[src/rtl/matrix_commit_buffer_if.sv]
// Issue, commit and release channels between the core, the commit buffer
// and the matrix accelerator decoder.
interface matrix_commit_buffer_if #(
  parameter int unsigned ID_WIDTH = 4,
  parameter int unsigned XLEN     = 64,
  parameter int unsigned DEPTH    = 4
);
  localparam int unsigned CNT_W = $clog2(DEPTH) + 1;

  logic                issue_valid;
  logic                issue_ready;
  logic [31:0]         issue_instr;
  logic [ID_WIDTH-1:0] issue_id;
  logic [XLEN-1:0]     issue_rs1;
  logic [XLEN-1:0]     issue_rs2;
  logic                issue_accept;

  logic                commit_valid;
  logic [ID_WIDTH-1:0] commit_id;
  logic                commit_kill;
  logic                commit_miss;

  logic                out_valid;
  logic                out_ready;
  logic [31:0]         out_instr;
  logic [ID_WIDTH-1:0] out_id;
  logic [XLEN-1:0]     out_rs1;
  logic [XLEN-1:0]     out_rs2;

  logic [CNT_W-1:0]    count;

  modport master (
    output issue_valid, issue_instr, issue_id, issue_rs1, issue_rs2,
    output commit_valid, commit_id, commit_kill, out_ready,
    input  issue_ready, issue_accept, commit_miss,
    input  out_valid, out_instr, out_id, out_rs1, out_rs2, count
  );

  modport slave (
    input  issue_valid, issue_instr, issue_id, issue_rs1, issue_rs2,
    input  commit_valid, commit_id, commit_kill, out_ready,
    output issue_ready, issue_accept, commit_miss,
    output out_valid, out_instr, out_id, out_rs1, out_rs2, count
  );
endinterface

[src/rtl/matrix_commit_buffer.sv]
// In-order speculation buffer: holds offloaded matrix instructions until the
// core commits them, drops killed ones, and releases only committed work.
module matrix_commit_buffer #(
  parameter logic [6:0]  OPCODE   = 7'h2B,
  parameter int unsigned DEPTH    = 4,
  parameter int unsigned ID_WIDTH = 4,
  parameter int unsigned XLEN     = 64
) (
  input  logic                 clk,
  input  logic                 rst,
  matrix_commit_buffer_if.slave bus
);
  localparam int unsigned PTR_W = $clog2(DEPTH);
  localparam int unsigned CNT_W = PTR_W + 1;

  logic [31:0]         instr_q [DEPTH];
  logic [ID_WIDTH-1:0] id_q    [DEPTH];
  logic [XLEN-1:0]     rs1_q   [DEPTH];
  logic [XLEN-1:0]     rs2_q   [DEPTH];
  logic [DEPTH-1:0]    committed_q;
  logic [DEPTH-1:0]    killed_q;
  logic [PTR_W-1:0]    head_q;
  logic [PTR_W-1:0]    tail_q;
  logic [CNT_W-1:0]    count_q;
  logic                commit_miss_q;

  logic             match;
  logic             not_full;
  logic             push;
  logic             pop;
  logic             head_ready;
  logic             head_drop;
  logic             hit_found;
  logic [PTR_W-1:0] hit_idx;
  logic             push_resolved;
  logic             miss;

  assign match    = (bus.issue_instr[6:0] == OPCODE);
  assign not_full = (count_q < CNT_W'(DEPTH));
  assign push     = bus.issue_valid && match && not_full;

  // Search from head so the oldest unresolved entry with the id wins.
  always_comb begin
    hit_found = 1'b0;
    hit_idx   = '0;
    for (int unsigned k = 0; k < DEPTH; k++) begin
      if (!hit_found && bus.commit_valid && (CNT_W'(k) < count_q) &&
          (id_q[head_q + PTR_W'(k)] == bus.commit_id) &&
          !committed_q[head_q + PTR_W'(k)] && !killed_q[head_q + PTR_W'(k)]) begin
        hit_found = 1'b1;
        hit_idx   = head_q + PTR_W'(k);
      end
    end
  end

  // A commit that finds no older entry resolves the instruction being pushed.
  assign push_resolved = bus.commit_valid && !hit_found && push &&
                         (bus.issue_id == bus.commit_id);
  assign miss          = bus.commit_valid && !hit_found && !push_resolved;

  assign head_ready = (count_q != '0) && committed_q[head_q];
  assign head_drop  = (count_q != '0) && killed_q[head_q];
  assign pop        = head_drop || (head_ready && bus.out_ready);

  always_ff @(posedge clk or posedge rst) begin
    if (rst) begin
      committed_q   <= '0;
      killed_q      <= '0;
      head_q        <= '0;
      tail_q        <= '0;
      count_q       <= '0;
      commit_miss_q <= 1'b0;
    end else begin
      if (pop) begin
        committed_q[head_q] <= 1'b0;
        killed_q[head_q]    <= 1'b0;
        head_q              <= head_q + PTR_W'(1);
      end
      if (push) begin
        committed_q[tail_q] <= push_resolved && !bus.commit_kill;
        killed_q[tail_q]    <= push_resolved && bus.commit_kill;
        tail_q              <= tail_q + PTR_W'(1);
      end
      if (hit_found) begin
        if (bus.commit_kill) killed_q[hit_idx]    <= 1'b1;
        else                 committed_q[hit_idx] <= 1'b1;
      end
      count_q       <= count_q + CNT_W'(push) - CNT_W'(pop);
      commit_miss_q <= miss;
    end
  end

  // Payload storage carries no reset; only the flags decide occupancy.
  always_ff @(posedge clk) begin
    if (push) begin
      instr_q[tail_q] <= bus.issue_instr;
      id_q[tail_q]    <= bus.issue_id;
      rs1_q[tail_q]   <= bus.issue_rs1;
      rs2_q[tail_q]   <= bus.issue_rs2;
    end
  end

  assign bus.issue_ready  = match ? not_full : 1'b1;
  assign bus.issue_accept = match && not_full;
  assign bus.commit_miss  = commit_miss_q;
  assign bus.out_valid    = head_ready;
  assign bus.out_instr    = instr_q[head_q];
  assign bus.out_id       = id_q[head_q];
  assign bus.out_rs1      = rs1_q[head_q];
  assign bus.out_rs2      = rs2_q[head_q];
  assign bus.count        = count_q;
endmodule

[src/flat_wrapper.sv]
// flat-port wrapper written by rule: the top's interface ports become plain ports
module matrix_commit_buffer_flat 
#(
  parameter logic [6:0]  OPCODE   = 7'h2B,
  parameter int unsigned DEPTH    = 4,
  parameter int unsigned ID_WIDTH = 4,
  parameter int unsigned XLEN     = 64
)
  (clk, rst, bus_issue_valid, bus_issue_instr, bus_issue_id, bus_issue_rs1, bus_issue_rs2, bus_commit_valid, bus_commit_id, bus_commit_kill, bus_out_ready, bus_issue_ready, bus_issue_accept, bus_commit_miss, bus_out_valid, bus_out_instr, bus_out_id, bus_out_rs1, bus_out_rs2, bus_count);
  matrix_commit_buffer_if #(.ID_WIDTH(ID_WIDTH), .XLEN(XLEN), .DEPTH(DEPTH)) bus_i ();
  input  logic clk;
  input  logic rst;
  input wire logic [$bits(bus_i.issue_valid)-1:0] bus_issue_valid;
  input wire logic [$bits(bus_i.issue_instr)-1:0] bus_issue_instr;
  input wire logic [$bits(bus_i.issue_id)-1:0] bus_issue_id;
  input wire logic [$bits(bus_i.issue_rs1)-1:0] bus_issue_rs1;
  input wire logic [$bits(bus_i.issue_rs2)-1:0] bus_issue_rs2;
  input wire logic [$bits(bus_i.commit_valid)-1:0] bus_commit_valid;
  input wire logic [$bits(bus_i.commit_id)-1:0] bus_commit_id;
  input wire logic [$bits(bus_i.commit_kill)-1:0] bus_commit_kill;
  input wire logic [$bits(bus_i.out_ready)-1:0] bus_out_ready;
  output wire logic [$bits(bus_i.issue_ready)-1:0] bus_issue_ready;
  output wire logic [$bits(bus_i.issue_accept)-1:0] bus_issue_accept;
  output wire logic [$bits(bus_i.commit_miss)-1:0] bus_commit_miss;
  output wire logic [$bits(bus_i.out_valid)-1:0] bus_out_valid;
  output wire logic [$bits(bus_i.out_instr)-1:0] bus_out_instr;
  output wire logic [$bits(bus_i.out_id)-1:0] bus_out_id;
  output wire logic [$bits(bus_i.out_rs1)-1:0] bus_out_rs1;
  output wire logic [$bits(bus_i.out_rs2)-1:0] bus_out_rs2;
  output wire logic [$bits(bus_i.count)-1:0] bus_count;
  assign bus_i.issue_valid = bus_issue_valid;
  assign bus_i.issue_instr = bus_issue_instr;
  assign bus_i.issue_id = bus_issue_id;
  assign bus_i.issue_rs1 = bus_issue_rs1;
  assign bus_i.issue_rs2 = bus_issue_rs2;
  assign bus_i.commit_valid = bus_commit_valid;
  assign bus_i.commit_id = bus_commit_id;
  assign bus_i.commit_kill = bus_commit_kill;
  assign bus_i.out_ready = bus_out_ready;
  assign bus_issue_ready = bus_i.issue_ready;
  assign bus_issue_accept = bus_i.issue_accept;
  assign bus_commit_miss = bus_i.commit_miss;
  assign bus_out_valid = bus_i.out_valid;
  assign bus_out_instr = bus_i.out_instr;
  assign bus_out_id = bus_i.out_id;
  assign bus_out_rs1 = bus_i.out_rs1;
  assign bus_out_rs2 = bus_i.out_rs2;
  assign bus_count = bus_i.count;
  matrix_commit_buffer #(.OPCODE(OPCODE), .DEPTH(DEPTH), .ID_WIDTH(ID_WIDTH), .XLEN(XLEN)) u_core (.clk(clk), .rst(rst), .bus(bus_i));
endmodule
[config.mk]
export PLATFORM = sky130hd
export DESIGN_NAME = matrix_commit_buffer_flat
export DESIGN_NICKNAME = d
export VERILOG_FILES = /design/src/rtl/matrix_commit_buffer_if.sv /design/src/rtl/matrix_commit_buffer.sv /design/src/flat_wrapper.sv
export SDC_FILE = /design/constraint.sdc
export NUM_CORES = 1
export LEC_CHECK = 0
export BUFFER_PORTS_ARGS = -buffer_cell sky130_fd_sc_hd__buf_2
export CELL_PAD_IN_SITES_DETAIL_PLACEMENT = 0
export CELL_PAD_IN_SITES_GLOBAL_PLACEMENT = 1
export CORE_MARGIN = 1.5
export CORE_UTILIZATION = 50
export DETAILED_ROUTE_END_ITERATION = 7
export PLACE_DENSITY = 0.81
export SKIP_CTS_REPAIR_TIMING = 1
export SYNTH_ARGS = -nofsm -noshare
export SYNTH_HDL_FRONTEND = slang
export SYNTH_SLANG_ARGS = --single-unit
export TNS_END_PERCENT = 1
[constraint.sdc]
create_clock -name clk -period 6.9 [get_ports clk]
set_input_delay 0.69 -clock clk [delete_from_list [all_inputs] [get_ports clk]]
set_output_delay 0.69 -clock clk [all_outputs]
set_load 0.01 [all_outputs]
## Word level (Yosys, flattened, before mapping)

Memories as Yosys holds them, arrays and structs flattened.
Index checks and enable logic that the tools add are counted.
W data, S select, Z words.

- Memories kept: 4
- Latch bits: 0
- Register bits after elaboration: 16
- ROM bits: 0
- Bits of input ports: 174
- Logic and storage cells: 134
- RAM bits: 656
- Output and inout bits: 171

Memories:

| name | words | bits a word | read ports | clocked after Yosys merged registers in | write ports | line | text |
|---|---|---|---|---|---|---|---|
| u_core.rs1_q | 4 | 64 | 1 | 0 | 1 | matrix_commit_buffer.sv:18 | `logic [XLEN-1:0] rs1_q [DEPTH];` |
| u_core.rs2_q | 4 | 64 | 1 | 0 | 1 | matrix_commit_buffer.sv:19 | `logic [XLEN-1:0] rs2_q [DEPTH];` |
| u_core.instr_q | 4 | 32 | 1 | 0 | 1 | matrix_commit_buffer.sv:16 | `logic [31:0] instr_q [DEPTH];` |
| u_core.id_q | 4 | 4 | 4 | 0 | 1 | matrix_commit_buffer.sv:17 | `logic [ID_WIDTH-1:0] id_q [DEPTH];` |

- Multiply operators: 0
- Eq/ne operators: 6
- Add/subtract/negate cells: 6
- Muxes and demuxes: 43
- Reduce and logical (&&, ||, !) cells: 50
- Bitwise operators: 5
- Order comparisons: 14
- Div/mod/pow operators: 0
- Shift-type cells: 0

Operators by type and width:

| operator | number |
|---|---|
| $logic_and A1 B1 Y1 | 34 |
| $mux W4 | 8 |
| $eq A4 B4 Y1 | 5 |
| $lt A2 B3 Y1 const B | 6 |
| $mux W1 | 18 |
| $bmux W1 S2 | 8 |
| $logic_not A1 Y1 | 14 |
| $and A4 B4 Y4 | 2 |
| $bwmux W4 | 2 |
| $mux W2 | 4 |
| $or A4 B4 Y4 | 2 |
| $eq A7 B6 Y1 const B | 1 |
| $demux W1 S2 | 3 |
| $ge A2 B1 Y1 const B | 3 |
| $lt A1 B3 Y1 const A | 2 |
| $lt A2 B3 Y1 const A | 2 |
| $add A2 B1 Y2 const B | 2 |
| $add A2 B2 Y2 const B | 2 |
| $not A4 Y4 | 1 |
| $add A3 B1 Y3 | 1 |
| $lt A3 B3 Y1 const B | 1 |
| $reduce_bool A3 Y1 | 1 |
| $sub A3 B1 Y3 | 1 |
| $logic_or A1 B1 Y1 | 1 |

## Depth between registers and ports, before layout

- Word-level depth: 37
- Depth in mapped cells: 15
- Gate-level depth less buffers: 9

## Least setup slack after synthesis

No wires, ideal clock.

- Path kind: input to register
- Start point: input bus_issue_instr[4]
- End point: memory u_core.id_q[0][0], enable pin
- Setup time: 0.516 ns
- Data arrival time: 5.092 ns
- Stages: 5
- Slack: 1.293 ns
- Required time: 6.384 ns
- Buffers on the path: 0
- Cells stage by stage: nor4bb_1 -> nand2_1 -> nor3b_1 -> nand2_1 -> inv_1

- Word-level cells in the longest chain between the ends: 5

Ends and longest elaborated chain:

| item | line | text |
|---|---|---|
| start: declaration | flat_wrapper.sv:14 | `input wire logic [$bits(bus_i.issue_instr)-1:0] bus_issue_instr;` |
| $eq A7 B6 Y1 | matrix_commit_buffer.sv:38 | `assign match = (bus.issue_instr[6:0] == OPCODE);` |
| $logic_and A1 B1 Y1 (2 in a row) | matrix_commit_buffer.sv:40 | `assign push = bus.issue_valid && match && not_full;` |
| via u_core.push | matrix_commit_buffer.sv:29 | `logic push;` |
| $mux W1 | matrix_commit_buffer.sv:95 | `if (push) begin` |
| $mux W1 (not written as such) | matrix_commit_buffer.sv:97 | `id_q[tail_q] <= bus.issue_id;` |
| end: declaration | matrix_commit_buffer.sv:17 |  |

The timed path passes the listed nets, and every way through them passes these cells.

## Worst setup path after layout

- Start point: register u_core.head_q[0]
- End point: register u_core.killed_q[2]

- Word-level cells in the longest chain between the ends: 37
- Elaborated cells on any way between the ends: 88
- Classes of those cells: add/sub (3); order compare (4); eq/ne (4); mux (33); bitwise (3); reduce/logical (40); memory (1)

Ends and longest elaborated chain:

| item | line | text |
|---|---|---|
| start: declaration | matrix_commit_buffer.sv:22 | `logic [PTR_W-1:0] head_q;` |
| start signal: assignment | matrix_commit_buffer.sv:77 | `head_q <= head_q + PTR_W'(1);` |
| branches (longest 36 deep; another with $mem_v2 Z4 W4) | - |  |
| $mux W4 (*) | matrix_commit_buffer.sv:84 | `if (hit_found) begin` |
| end signal: indexed assignment | matrix_commit_buffer.sv:81 | `killed_q[tail_q] <= push_resolved && bus.commit_kill;` |
| end: declaration | matrix_commit_buffer.sv:21 | `logic [DEPTH-1:0] killed_q;` |

Mark *: on every way between the ends. The select of a mux whose other input is x is not followed.
A chain may end at the register's enable or synchronous reset.

==> results.cfg <==
[drt]
wl_met1_um = 20100
vias = 12200
drtAntennaViolNets = 0
dr.pass1.iters = 5
drt-wirelength-per-cell_um = 23.5
vias_per_cell = 5.65
totalWireLength_um = 50800
dr.first_iter.drc_count = 1075
wl_met2_um = 24900
top_layer = met5
drc = 0
wl_met3_um = 4720

[floorplanning]
start_util_pct = 50.7
coreArea_um2 = 50200
rows = 82
die_x_um = 229
fp.dieArea_um2 = 52200
io_pins = 345
fp.dieH_um = 229

[place]
place_inst = 2035
hpwl_um = 31500
pre_cts_ws_ns = 2.37
place_area_um2 = 28000
io_buffers = 344
place_congestion = 0.895

[clocking]
insertion_delay_ns = 0.60
cts_made_buffers = 67
cts-root-buf = clkbuf_16
clockBufferDepth = 3
path_clk_slew_ns = 0.06
cts.htree.levels = 3
clock-sinks = 672
cts_tree = done

[sta]
fmax_ghz = 0.233
fin_setup_tns_ns = 0
max-slew-margin-rel_pct = 27.5
worst_pin_slew_ns = 1.09
hold_violations = 0
drv_slew = 0
worst_hold_slack_ns = 0.188
finalCriticalPeriod_ns = 4.29
final.setup.worst_slack_ns = 2.61
rsz0062_at_grt = false
setup_viol = 0
finalCritPeriodShare_pct = 62.1
fin_skew_ns = 0.0195

[critical_path]
cp-start-kind = flop
endpoint_kind = flop
startpoint = u_core.head_q[0]
cp_max_fo = 56
critical_path_class = flop to flop
required_ns = 7.39
crit_arrival_ns = 4.77
r2r-start = u_core.head_q[0]

[run_status]
status = complete, no violations

[synthesis]
yosysSeqAreaShare_pct = 79.0
syn_avg_cell_area_um2 = 24.1
synth_fp_nets = 1241
yosysUniqueCellTypes = 47
yosys_warnings = 0
syn_area_um2 = 25400
ys_ff_latch = 672
syn_inst = 1054

[pwr]
p_per_area_nw_per_um2 = 369
max-vdd-ir-drop_mv = 0.291
p_total_mw = 11.1
p_leak_nw = 10.1

[finish]
nets = 1619
final_util_pct = 59.9
layout_commonest_cell = edfxtp_1
finalInstanceArea_um2 = 30100
final_cell_mix = 656 x edfxtp_1, 344 x buf_2, 170 x mux4_2
finalNonFillerCells = 2158
area_delta_synth_final_pct = 18.2
drive_gt1_share_pct = 42.3

[global_routing]
grt_overflow = 0
first_global_vias = 12600
grt_max_degree = 119
antenna_found_initial = 16
grt_pass1_wl_um = 77600
grt_use_total_pct = 19.8

[worst_hold_path]
hold_path_class = primary input to asynchronous set/reset pin

[flow_run]
maxCapViolations = 0
## metal layers
layer  GRT usage, %  vias to the layer above
li1               -                     5282
met1           26.5                     6353
met2           30.9                      456
met3           7.06                       77
met4           6.02                       16
met5              0                        -
## state kept, by name, indices dropped and copies added, names as in the netlist
| name | count |
|---|---|
| u_core.rs2_q | 256 |
| u_core.id_q | 16 |
| u_core.instr_q | 128 |
| u_core.bus.count | 3 |
| u_core.committed_q | 4 |
| u_core.head_q | 2 |
| u_core.rs1_q | 256 |
| u_core.killed_q | 4 |
| u_core.tail_q | 2 |
| u_core.bus.commit_miss | 1 |
## cells in the mapped netlist, drive strengths merged
cell type | instances | area [µm²]
o32ai | 1 | 16.3
dfrtp | 16 | 400
xnor2 | 17 | 149
a21oi | 4 | 20.0
nor4 | 3 | 18.8
nor3b | 2 | 15.0
nand3 | 6 | 30.0
edfxtp | 656 | 19700
a211oi | 2 | 15.0
a31oi | 8 | 50.1
nor2b | 1 | 6.26
o221a | 2 | 22.5
and3b | 2 | 17.5
ha | 12 | 150
nor2 | 9 | 33.8
inv | 17 | 63.8
nor4bb | 1 | 10.0
nand4 | 3 | 18.8
a211o | 3 | 26.3
o21ai | 2 | 10.0
nor4b | 1 | 8.76
nand2 | 19 | 71.3
clkbuf | 23 | 86.3
xor2 | 6 | 52.6
nand4b | 1 | 8.76
a21boi | 1 | 7.51
o211ai | 1 | 7.51
buf | 24 | 131
and3 | 8 | 50.1
and4 | 1 | 8.76
nand2b | 1 | 6.26
and2 | 2 | 15.0
mux4 | 179 | 4070
o31ai | 8 | 60.1
fa | 1 | 20.0
o2111ai | 1 | 8.76
or4 | 2 | 15.0
or3 | 2 | 12.5
nor3 | 6 | 35.0
## worst max-delay path, stage by stage (launching register included)
cell and delay, ns:
dfrtp_4 0.98, buf_4 0.92, mux4_1 0.70, xnor2_1 0.15, and4_1 0.17, and2_1 0.21
nor4_1 0.71, a31oi_1 0.18, o31ai_1 0.11
## cell families after synthesis
family / synth area share (%)
flip-flops: 79.0
AO/OA/AOI/OAI: 0.959
AND/OR/NAND/NOR: 1.50
buffers and inverters: 1.11
adder cells (fa/ha/maj): 0.669
multiplexers: 16.0
XOR/XNOR: 0.792
## final cells by class
| type | count | area (µm²) |
|---|---|---|
| Inverter | 17 | 83.8 |
| Clock buffer | 86 | 1790 |
| Tap cell | 672 | 841 |
| Multi-Input combinational cell | 318 | 5060 |
| Clock inverter | 30 | 305 |
| Sequential cell | 672 | 20100 |
| Antenna cell | 7 | 17.5 |
| Fill cell | 3546 | 20100 |
| Timing Repair Buffer | 356 | 1860 |
## power by group
part           internal, mW  leakage [nW]  switching (mW)
clock                  2.03          1.00            1.46
sequential             4.52          6.09           0.165
combinational          1.43          3.03            1.48
## final timing paths
check,cells past startpoint,slack (ns),to
worst max register to register,8,2.61,u_core.killed_q[2]
worst min-delay path,2,0.19,u_core.bus.count[2]
worst min register to register,3,0.64,u_core.killed_q[0]
min in group clk,1,0.30,u_core.rs2_q[1][27]
max in group asynchronous,2,6.22,u_core.head_q[0]
worst max-delay path,8,2.61,u_core.killed_q[2]
No activity file was read; power rests on OpenSTA's default activity.
